==> config.mk <==
export PLATFORM = sky130hd
export DESIGN_NAME = rv32_div_unit
export DESIGN_NICKNAME = d
export VERILOG_FILES = /design/src/rtl/rv32_div_unit.sv
export SDC_FILE = /design/constraint.sdc
export NUM_CORES = 1
export LEC_CHECK = 0
export ABC_CLOCK_PERIOD_IN_PS = 4600
export BUFFER_PORTS_ARGS = -buffer_cell sky130_fd_sc_hd__buf_4
export CAP_MARGIN = 10
export CORE_MARGIN = 8
export CORE_UTILIZATION = 45
export CTS_CLUSTER_SIZE = 40
export DETAILED_ROUTE_END_ITERATION = 10
export PLACE_DENSITY = 0.66
export SLEW_MARGIN = 20
export SYNTH_ARGS = -nofsm -noshare
export SYNTH_HDL_FRONTEND = slang
export SYNTH_SLANG_ARGS = --single-unit
==> constraint.sdc <==
create_clock -name clk -period 4.6 [get_ports clk]
set_input_delay 0 -clock clk [delete_from_list [all_inputs] [get_ports clk]]
set_output_delay 0 -clock clk [all_outputs]
set_load 0.05 [all_outputs]
==> src/rtl/rv32_div_unit.sv <==
// RV32M iterative divider: radix-2 restoring, one quotient bit per cycle.
// DIV/DIVU/REM/REMU with ISA-defined divide-by-zero and overflow results.
module rv32_div_unit #(
  parameter int XLEN = 32
) (
  input  logic            clk,
  input  logic            rst_n,
  input  logic            flush,
  input  logic            in_valid,
  output logic            in_ready,
  input  logic [1:0]      div_op,
  input  logic [XLEN-1:0] src1,
  input  logic [XLEN-1:0] src2,
  output logic            out_valid,
  input  logic            out_ready,
  output logic [XLEN-1:0] div_result
);

  localparam int CW = $clog2(XLEN);
  localparam logic [XLEN-1:0] MIN_NEG =
    {1'b1, {(XLEN-1){1'b0}}};

  typedef enum logic [1:0] {
    IDLE,
    CALC,
    DONE
  } state_t;

  state_t state_q, state_d;

  logic [CW-1:0]   cnt_q;
  logic            rem_sel_q;
  logic            qneg_q;
  logic            rneg_q;
  logic [XLEN-1:0] rem_q;
  logic [XLEN-1:0] quo_q;
  logic [XLEN-1:0] dvs_q;
  logic [XLEN-1:0] res_q;

  logic            is_signed;
  logic            s1_neg;
  logic            s2_neg;
  logic [XLEN-1:0] a_abs;
  logic [XLEN-1:0] b_abs;
  logic            by_zero;
  logic            ovf;
  logic            accept;
  logic            last;

  logic [XLEN:0]   shifted;
  logic [XLEN:0]   diff;
  logic [XLEN-1:0] rem_n;
  logic [XLEN-1:0] quo_n;
  logic [XLEN-1:0] q_fix;
  logic [XLEN-1:0] r_fix;
  logic [XLEN-1:0] fin;

  assign is_signed = ~div_op[0];
  assign s1_neg    = is_signed & src1[XLEN-1];
  assign s2_neg    = is_signed & src2[XLEN-1];
  assign a_abs     = s1_neg ? -src1 : src1;
  assign b_abs     = s2_neg ? -src2 : src2;
  assign by_zero   = (src2 == '0);
  assign ovf       = is_signed && (src1 == MIN_NEG)
                     && (src2 == '1);
  assign accept    = in_valid && (state_q == IDLE) && !flush;
  assign last      = (cnt_q == CW'(XLEN-1));

  // Trial subtract; bit XLEN of diff is the borrow.
  assign shifted = {rem_q, quo_q[XLEN-1]};
  assign diff    = shifted - {1'b0, dvs_q};
  assign rem_n   = diff[XLEN] ? shifted[XLEN-1:0]
                              : diff[XLEN-1:0];
  assign quo_n   = {quo_q[XLEN-2:0], ~diff[XLEN]};
  assign q_fix   = qneg_q ? -quo_n : quo_n;
  assign r_fix   = rneg_q ? -rem_n : rem_n;
  assign fin     = rem_sel_q ? r_fix : q_fix;

  assign in_ready   = (state_q == IDLE);
  assign out_valid  = (state_q == DONE);
  assign div_result = res_q;

  always_ff @(posedge clk or negedge rst_n) begin
    if (!rst_n) state_q <= IDLE;
    else        state_q <= state_d;
  end

  always_comb begin
    state_d = state_q;
    unique case (state_q)
      IDLE: begin
        if (accept)
          state_d = (by_zero || ovf) ? DONE : CALC;
      end
      CALC: begin
        if (last) state_d = DONE;
      end
      DONE: begin
        if (out_ready) state_d = IDLE;
      end
      default: state_d = IDLE;
    endcase
    if (flush) state_d = IDLE;
  end

  always_ff @(posedge clk or negedge rst_n) begin
    if (!rst_n) begin
      cnt_q     <= '0;
      rem_sel_q <= 1'b0;
      qneg_q    <= 1'b0;
      rneg_q    <= 1'b0;
      rem_q     <= '0;
      quo_q     <= '0;
      dvs_q     <= '0;
      res_q     <= '0;
    end else if (!flush) begin
      if (accept) begin
        cnt_q     <= '0;
        rem_sel_q <= div_op[1];
        qneg_q    <= s1_neg ^ s2_neg;
        rneg_q    <= s1_neg;
        rem_q     <= '0;
        quo_q     <= a_abs;
        dvs_q     <= b_abs;
        if (by_zero)
          res_q <= div_op[1] ? src1 : '1;
        else if (ovf)
          res_q <= div_op[1] ? '0 : MIN_NEG;
      end else if (state_q == CALC) begin
        rem_q <= rem_n;
        quo_q <= quo_n;
        cnt_q <= cnt_q + 1'b1;
        if (last) res_q <= fin;
      end
    end
  end

endmodule
==> results of run 1 <==
[final timing paths]
path                       cells after the start  slack, ps              to      start
setup / recovery                              17        120  div_result[22]  rem_q[13]
hold / removal                                 3          9        dvs_q[0]    src2[0]
setup reg to reg                              17        120  div_result[22]  rem_q[13]
hold reg to reg                                2        480       dvs_q[25]  dvs_q[25]
max in group asynchronous                      3       3390   div_result[6]      rst_n
min in group asynchronous                      2         70        dvs_q[4]      rst_n
[layout make-up]
| cell class | count | area share, % |
|---|---|---|
| Multi-Input combinational cell | 1210 | 55.1 |
| Sequential cell | 138 | 24.3 |
| Timing Repair Buffer | 210 | 12.0 |
| Clock buffer | 19 | 3.11 |
| Tap cell | 330 | 2.90 |
| Inverter | 56 | 1.51 |
| Clock inverter | 11 | 1.03 |
[through the flow]
stage	TNS [ps]	util [%]	total power (W)	cell area, µm²
4_1_cts	0	54.9	0.00731	13900
2_1_floorplan	-191	-	0.00463	11600
5_1_grt	-74.6	56.3	0.00800	14200
3_5_place_dp	0	50.6	0.00584	12800
6_report	0	56.3	0.00754	14200
3_3_place_gp	0	50.6	0.00578	12800
[power by group]
part / total, W / switching [W] / internal, W
Clock: 0.00143 / 0.000565 / 0.000861
Sequential: 0.00198 / 0.000403 / 0.00158
Combinational: 0.00413 / 0.00257 / 0.00156
[state kept, by name, summed over array words and instances, names as in the netlist]
| signal | count |
|---|---|
| cnt_q | 5 |
| div_result | 32 |
| dvs_q | 32 |
| qneg_q | 1 |
| quo_q | 32 |
| rem_q | 32 |
| rem_sel_q | 1 |
| rneg_q | 1 |
| state_q | 2 |
[cells in the final DEF (no fill, tap or decap), drive strengths merged, types with 13 or more instances in the layout]
cell type	synthesis	routed
o31ai	33	33
nor2	123	123
o21ai	202	202
xor2	61	61
or3	27	27
a21oi	117	117
ha	39	39
o211ai	15	15
mux2i	29	29
a211oi	21	21
dfrtp	138	138
buf	14	160
inv	56	57
nand4	20	20
clkbuf	63	19
dlygate4sd3	0	50
or4	14	14
nand3	21	21
nand2	185	185
a31oi	15	15
nand2b	16	16
nor4	19	19
o41ai	13	13
xnor2	71	71
a21o	13	13
nor3	29	29
[worst reg2reg max path: stages (launching register included)]
cell and delay [ps]:
dfrtp_2 460, ha_4 300, nand2_4 70, nor4_4 300, o211ai_2 190, a2111oi_4 480, o31a_1 340, nor2_8 80
inv_6 110, mux2i_4 270, ha_4 180, nand2_2 50, or4_1 470, o31a_1 350, o41ai_2 390, xnor2_1 170
a21o_1 130, nand2_1 40
[per-layer routing]
layer | up-vias | GRT usage (%) | share of wire (%)
met3 | 77 | 4.21 | 6.3
li1 | 5670 | - | -
met4 | 2 | 9.11 | 2.8
met1 | 5712 | 33.9 | 45
met5 | - | 0 | 0.033
met2 | 425 | 39.7 | 46
[cells by family after synthesis]
family	Yosys count	share of synthesized area [%]
buffers and inverters	133	4.65
muxes	35	3.16
adders and majority gates	40	4.39
and+or+nand+nor	501	20.9
xor gates and xnor gates	132	9.98
AOI/OAI and AO/OA	502	27.1
DFF	138	29.8
[cells in the mapped netlist, types with 21 or more instances]
cell type,instances
mux2i_1,28
xor2_1,61
clkbuf_1,63
o31ai_1,28
nor3_1,29
o21ai_0,195
dfrtp_1,138
ha_1,39
or3_1,27
nor2_1,122
nand3_1,21
inv_1,54
nand2_1,183
a21oi_1,114
xnor2_1,71
[what timing repair did]
action | in CTS | in global routing
hold buffers | 50 | 0
hold endpoints to repair | 92 | 0
buffers inserted | 0 | 18
resized for setup | 0 | 41
setup endpoints to repair | 0 | 12
==> impl_results.md, run 1 <==
- ANT nets after route: 0
- Fmax: around 220 MHz
- Slew headroom: 31.2%
- Max-cap viol count: 0
- CP peak stage delay: about 480 ps
- CTS tree: done
- Worst Path Buf+Inv: 1
- Worst Slack Setup Final: between 100 and 150 ps
- Die span in x: approximately 180 µm
- Initial antenna violation count: 1
- Placed cell count: around 1900
- Final period util: 97.4%
- CTS H-Tree Depth: 4
- FILL cells: 2365
- Min Hold Slack: ~8.9 ps
- Die area: approximately 0.031 mm²
- Post-synth ARST share: between 90% and 100%
- Post-Syn Nets: between 1500 and 2000
- Post-route insts no fill: between 1500 and 2000
- Slew @ Worst Pin: approximately 1000 ps
- Avg Synthesized Cell Area: just under 8 µm²
- IO buf count: about 100
- Slowest CP cell: a2111oi_4
- Number of flops mapped to enable cells by yosys: 0
- Largest delay share family, worst path: compound AO/OA/AOI/OAI gates
- Critical path arrival: 4800 ps
- CTS Buffer Depth: 2
- Mapped cell area: ~0.012 mm²
- Synth top area share: 29.8%
- CP startpoint kind: flip-flop
- Number of global-route vias before repair: 11300
- Finish-stage setup viols: 0
- CP cell instances: ha_4, nand2_4, nor4_4, o211ai_2, a2111oi_4, o31a_1, nor2_8, inv_6, mux2i_4, ha_4, nand2_2, or4_1, o31a_1, o41ai_2, xnor2_1, a21o_1, nand2_1
- Number of detailed-route iterations in the first pass: 5
- Die height: around 180 µm
- Core area: between 0.02 and 0.03 mm²
- DRT iter0 DRCs: 1000
- Clock transition at path regs: ~60 ps
- Skew-Pair Late Insertion Delay: around 440 ps
- Via count: around 12000
- Worst Path Required: between 4000 and 5000 ps
- Detailed placement HPWL: just under 30000 µm
- Global-route wire length before repair: 62600 µm
- Number of remaining DRC errors: 0
- Routed wire per std cell: 20.1 µm
- Crit. End Element: flip-flop
- Initial Util: a little under half
- Post-synth cell types: 81
- TritonCTS Buffers: 17
- Ports: between 100 and 150
- Leak Pwr: around 5.9 nW
- Multi-input gate area: 0.00784 mm²
- Antenna diodes: 0
- Total Wirelength: ~40000 µm
- Worst Hold Class: input port to flip-flop
- Sequential share of the synthesized area: 29.8%
- Seq cells post-synth: about 140
- Gr ovfl total: 0
- Yosys top cell by area: dfrtp_1
- # clock sinks: around 140
- DP Worst Slack: ~20 ps
- Max Slew Vio Count: 0
- Unrepaired setup endpoints after global routing: yes
- Worst VDD drop: around 350 µV
- CTS Root Buffer Type: clkbuf_16
- Nets: 1744
- Total GRT Usage: about a quarter
- Synth area leaders: dfrtp_1 (30%), o21ai_0 (8.4%), nand2_1 (5.9%), xnor2_1 (5.4%), a21oi_1 (4.9%)
- Post-route minimum period: ~4500 ps
- CP max FO: 6
- Cell count after synthesis: ~1500
- Crit path kind: flip-flop to flip-flop
- Layout cells sized above 1: between 15 and 20%
- Status: finished clean
- Hold Fails Final Rpt: 0
- Register cell area after layout: 0.00346 mm²
- Synth Warn #: 0
- Routed vias/inst: ~6.0
- Clock Skews: approximately 15 ps
- Pwr per Cell Area: approximately 530 mW/mm²
- Routability cong.: roughly 0.93
- Largest net degree at the start of global routing: between 90 and 100
- Post-synth top flop: dfrtp_1
- Area Overhead vs Synth: 22.9%
- Std-Cell Rows: 58
(Power assumes the default switching activity.)
==> run 2, diff against run 1 <==
Settings changed: CORE_UTILIZATION 45 to 55, PLACE_DENSITY 0.66 to 0.78.
==> run 2 against run 1 <==
Cell count shrank 3.1%. Critical endpoint is now div_result[29]. Sequential share of layout area grew 0.48 points. Critical path depth shrank 1. Non-clock buffer count shrank 9. Count of clock-buffer cells in the layout shrank 2. Routed wire length shrank 1.6%. Critical path type unchanged. Hold slack lost 4.4 ps. Die area shrank 17%. Clock skew grew 1.9 ps. Largest cell class unchanged. Sequential cell count is the same. Core utilization grew 11 points. Clock power is essentially flat.
==> impl_results.md, run 2 (synthesis results as in run 1) <==
- Status: finished clean
- Post-route minimum period: 4480 ps (-1.80 ps)
- Largest delay share family, worst path: compound AO/OA/AOI/OAI gates
- Max Slew Vio Count: 0 (unchanged)
- Routed vias/inst: 6.31 (+4.8%)
- Worst Path Buf+Inv: 3 (+2)
- CTS H-Tree Depth: 4 (unchanged)
- Worst VDD drop: 337 µV (-4.0%)
- Setup TNS Final: 0 ps (unchanged)
- Post-route insts no fill: 1912 (-3.1%)
- Skew-Pair Late Insertion Delay: 440 ps (about the same)
- Critical path arrival: 4800 ps (about the same)
- Slowest CP cell: mux2i_1
- Unrepaired setup endpoints after global routing: yes
- Ports: 105 (unchanged)
- DP Worst Slack: -15.7 ps (-35.8 ps)
- CP max FO: 5 (-1)
- Fmax: 223 MHz (about the same)
- Gr ovfl total: 0 (unchanged)
- Number of remaining DRC errors: 0 (unchanged)
- Placed cell count: 1823 (-2.8%)
- Reg2reg path depth: 16 (-1)
- Min Hold Slack: 4.48 ps (-4.41 ps)
- Die span in x: 161 µm (-8.7%)
- Slew headroom: 28.5% (-2.7 points)
- Clock Skews: 16.8 ps (+1.86 ps)
- Most common library cell in the layout ignoring fill and taps: o21ai_0
- Largest net degree at the start of global routing: 99 (unchanged)
- Antenna diodes: 0 (unchanged)
- Hold path cells: 3 (unchanged)
- Number of global-route vias before repair: 11600 (+3.1%)
- Worst Hold Class: input port to flip-flop
- Worst Path Required: 4920 ps (about the same)
- Initial Util: 55.6% (+9.8 points)
- Routability cong.: 0.972 (+4.8%)
- ANT nets after route: 0 (unchanged)
- Detailed placement HPWL: 28900 µm (-2.3%)
- CTS Buffer Depth: 2 (unchanged)
- Initial antenna violation count: 0 (-1)
- Area Overhead vs Synth: 20.2%
- CTS Root Buffer Type: clkbuf_16
- IO buf count: 104 (unchanged)
- Leak Pwr: 5.81 nW (-1.1%)
- # clock sinks: 138 (unchanged)
- Via count: 12100 (+1.5%)
- CP cell instances: inv_1, ha_2, inv_2, fa_2, a211oi_2, o21ai_2, buf_4, a211o_1, a21oi_1, xor2_1, o2111ai_1, mux2i_1, nand4_1, o31ai_1, xnor2_1, o21ai_1
- Slew @ Worst Pin: 1070 ps (+40.0 ps)
- Crit. path cell count: 16 (-1)
- Finish-stage setup viols: 0 (unchanged)
- Global-route wire length before repair: 61900 µm (-1.1%)
- Final period util: 97.4% (about the same)
- Core area: 0.0208 mm² (-18%)
- Clock transition at path regs: 70 ps (about the same)
- CTS tree: done
- TritonCTS Buffers: 17 (unchanged)
- Pwr per Cell Area: 533 mW/mm² (+0.54%)
- Die height: 161 µm (-8.7%)
- Number of detailed-route iterations in the first pass: 6 (+1)
- Total GRT Usage: 29.5% (+4.5 points)
- Commonest cells after routing, fill and taps aside: o21ai_0 (193), nand2_1 (183), buf_4 (145), dfrtp_1 (138), nor2_1 (121)
- Std-Cell Rows: 53 (-8.6%)
- Crit path kind: flip-flop to flip-flop
- Worst Slack Setup Final: 121 ps (+1.80 ps)
- Layout cells sized above 1: 14.3% (-2.1 points)
- DRT iter0 DRCs: 1116 (+12%)
- Crit. End Element: flip-flop
- Routed wire per std cell: 20.4 µm (+1.6%)
- Total Wirelength: 39100 µm (-1.6%)
- Max-cap viol count: 0 (unchanged)
- FILL cells: 1755 (-26%)
- CP peak stage delay: 460 ps (-20 ps)
- Design Power: 0.00741 W (-1.6%)
- Nets: 1735 (-0.52%)
- Die area: 0.0260 mm² (-17%)
- CP startpoint kind: flip-flop
- Hold Fails Final Rpt: 0 (unchanged)
-- run 2: path summary, 6_finish.rpt --
check                         startpoint        endpoint  slack (ps)
setup / recovery               quo_q[31]  div_result[29]         120
hold / removal                  src1[14]  div_result[14]           4
setup reg to reg               quo_q[31]  div_result[29]         120
hold reg to reg            div_result[5]   div_result[5]         480
max in group asynchronous          rst_n       rem_q[25]        3230
min in group asynchronous          rst_n        dvs_q[5]         230
-- run 2: routing by layer --
metal | global-route usage [%] | vias to the layer above | share of wire (%)
li1 | - | 5650 | -
met1 | 37.4 | 5739 | 41
met2 | 48.0 | 554 | 47
met3 | 6.06 | 121 | 7.7
met4 | 13.2 | 0 | 4.1
met5 | 0 | - | 0
-- run 2: area by class of cell --
type                            instances  area (µm²)  share of cell area (%)
Clock buffer                           17         425                    3.06
Clock inverter                         15         163                    1.17
Inverter                               56         215                    1.55
Multi-Input combinational cell       1210        7660                    55.1
Sequential cell                       138        3450                    24.8
Tap cell                              275         344                    2.47
Timing Repair Buffer                  201        1650                    11.9
-- run 2: worst reg2reg max path: stages, from the launching register on --
cell and delay [ps]:
dfrtp_1 400, inv_1 90, ha_2 190, inv_2 40, fa_2 390, a211oi_2 270
o21ai_2 120, buf_4 180, a211o_1 310, a21oi_1 440, xor2_1 290, o2111ai_1 170
mux2i_1 460, nand4_1 320, o31ai_1 410, xnor2_1 190, o21ai_1 90
-- run 2: through the flow --
| stage | utilization (%) | instance area (µm²) |
|---|---|---|
| 4_1_cts | 66.6 | 13900 |
| 2_1_floorplan | - | 11600 |
| 3_5_place_dp | 61.1 | 12700 |
| 5_1_grt | 66.8 | 13900 |
| 3_3_place_gp | 61.1 | 12700 |
| 6_report | 66.8 | 13900 |
-- run 2: power breakdown --
part           total [W]  switching (W)  internal [W]  leakage, nW
sequential       0.00200       0.000417       0.00158         1.80
clock            0.00140       0.000636      0.000767        0.276
combinational    0.00401        0.00253       0.00148         3.73
-- run 2: what timing repair did --
item,in CTS,in global routing
hold endpoints to repair,146,0
buffers inserted,0,2
pin swaps,1,1
gates cloned,0,0
setup endpoints to repair,8,10
hold buffers,55,0
gates resized for setup,0,8
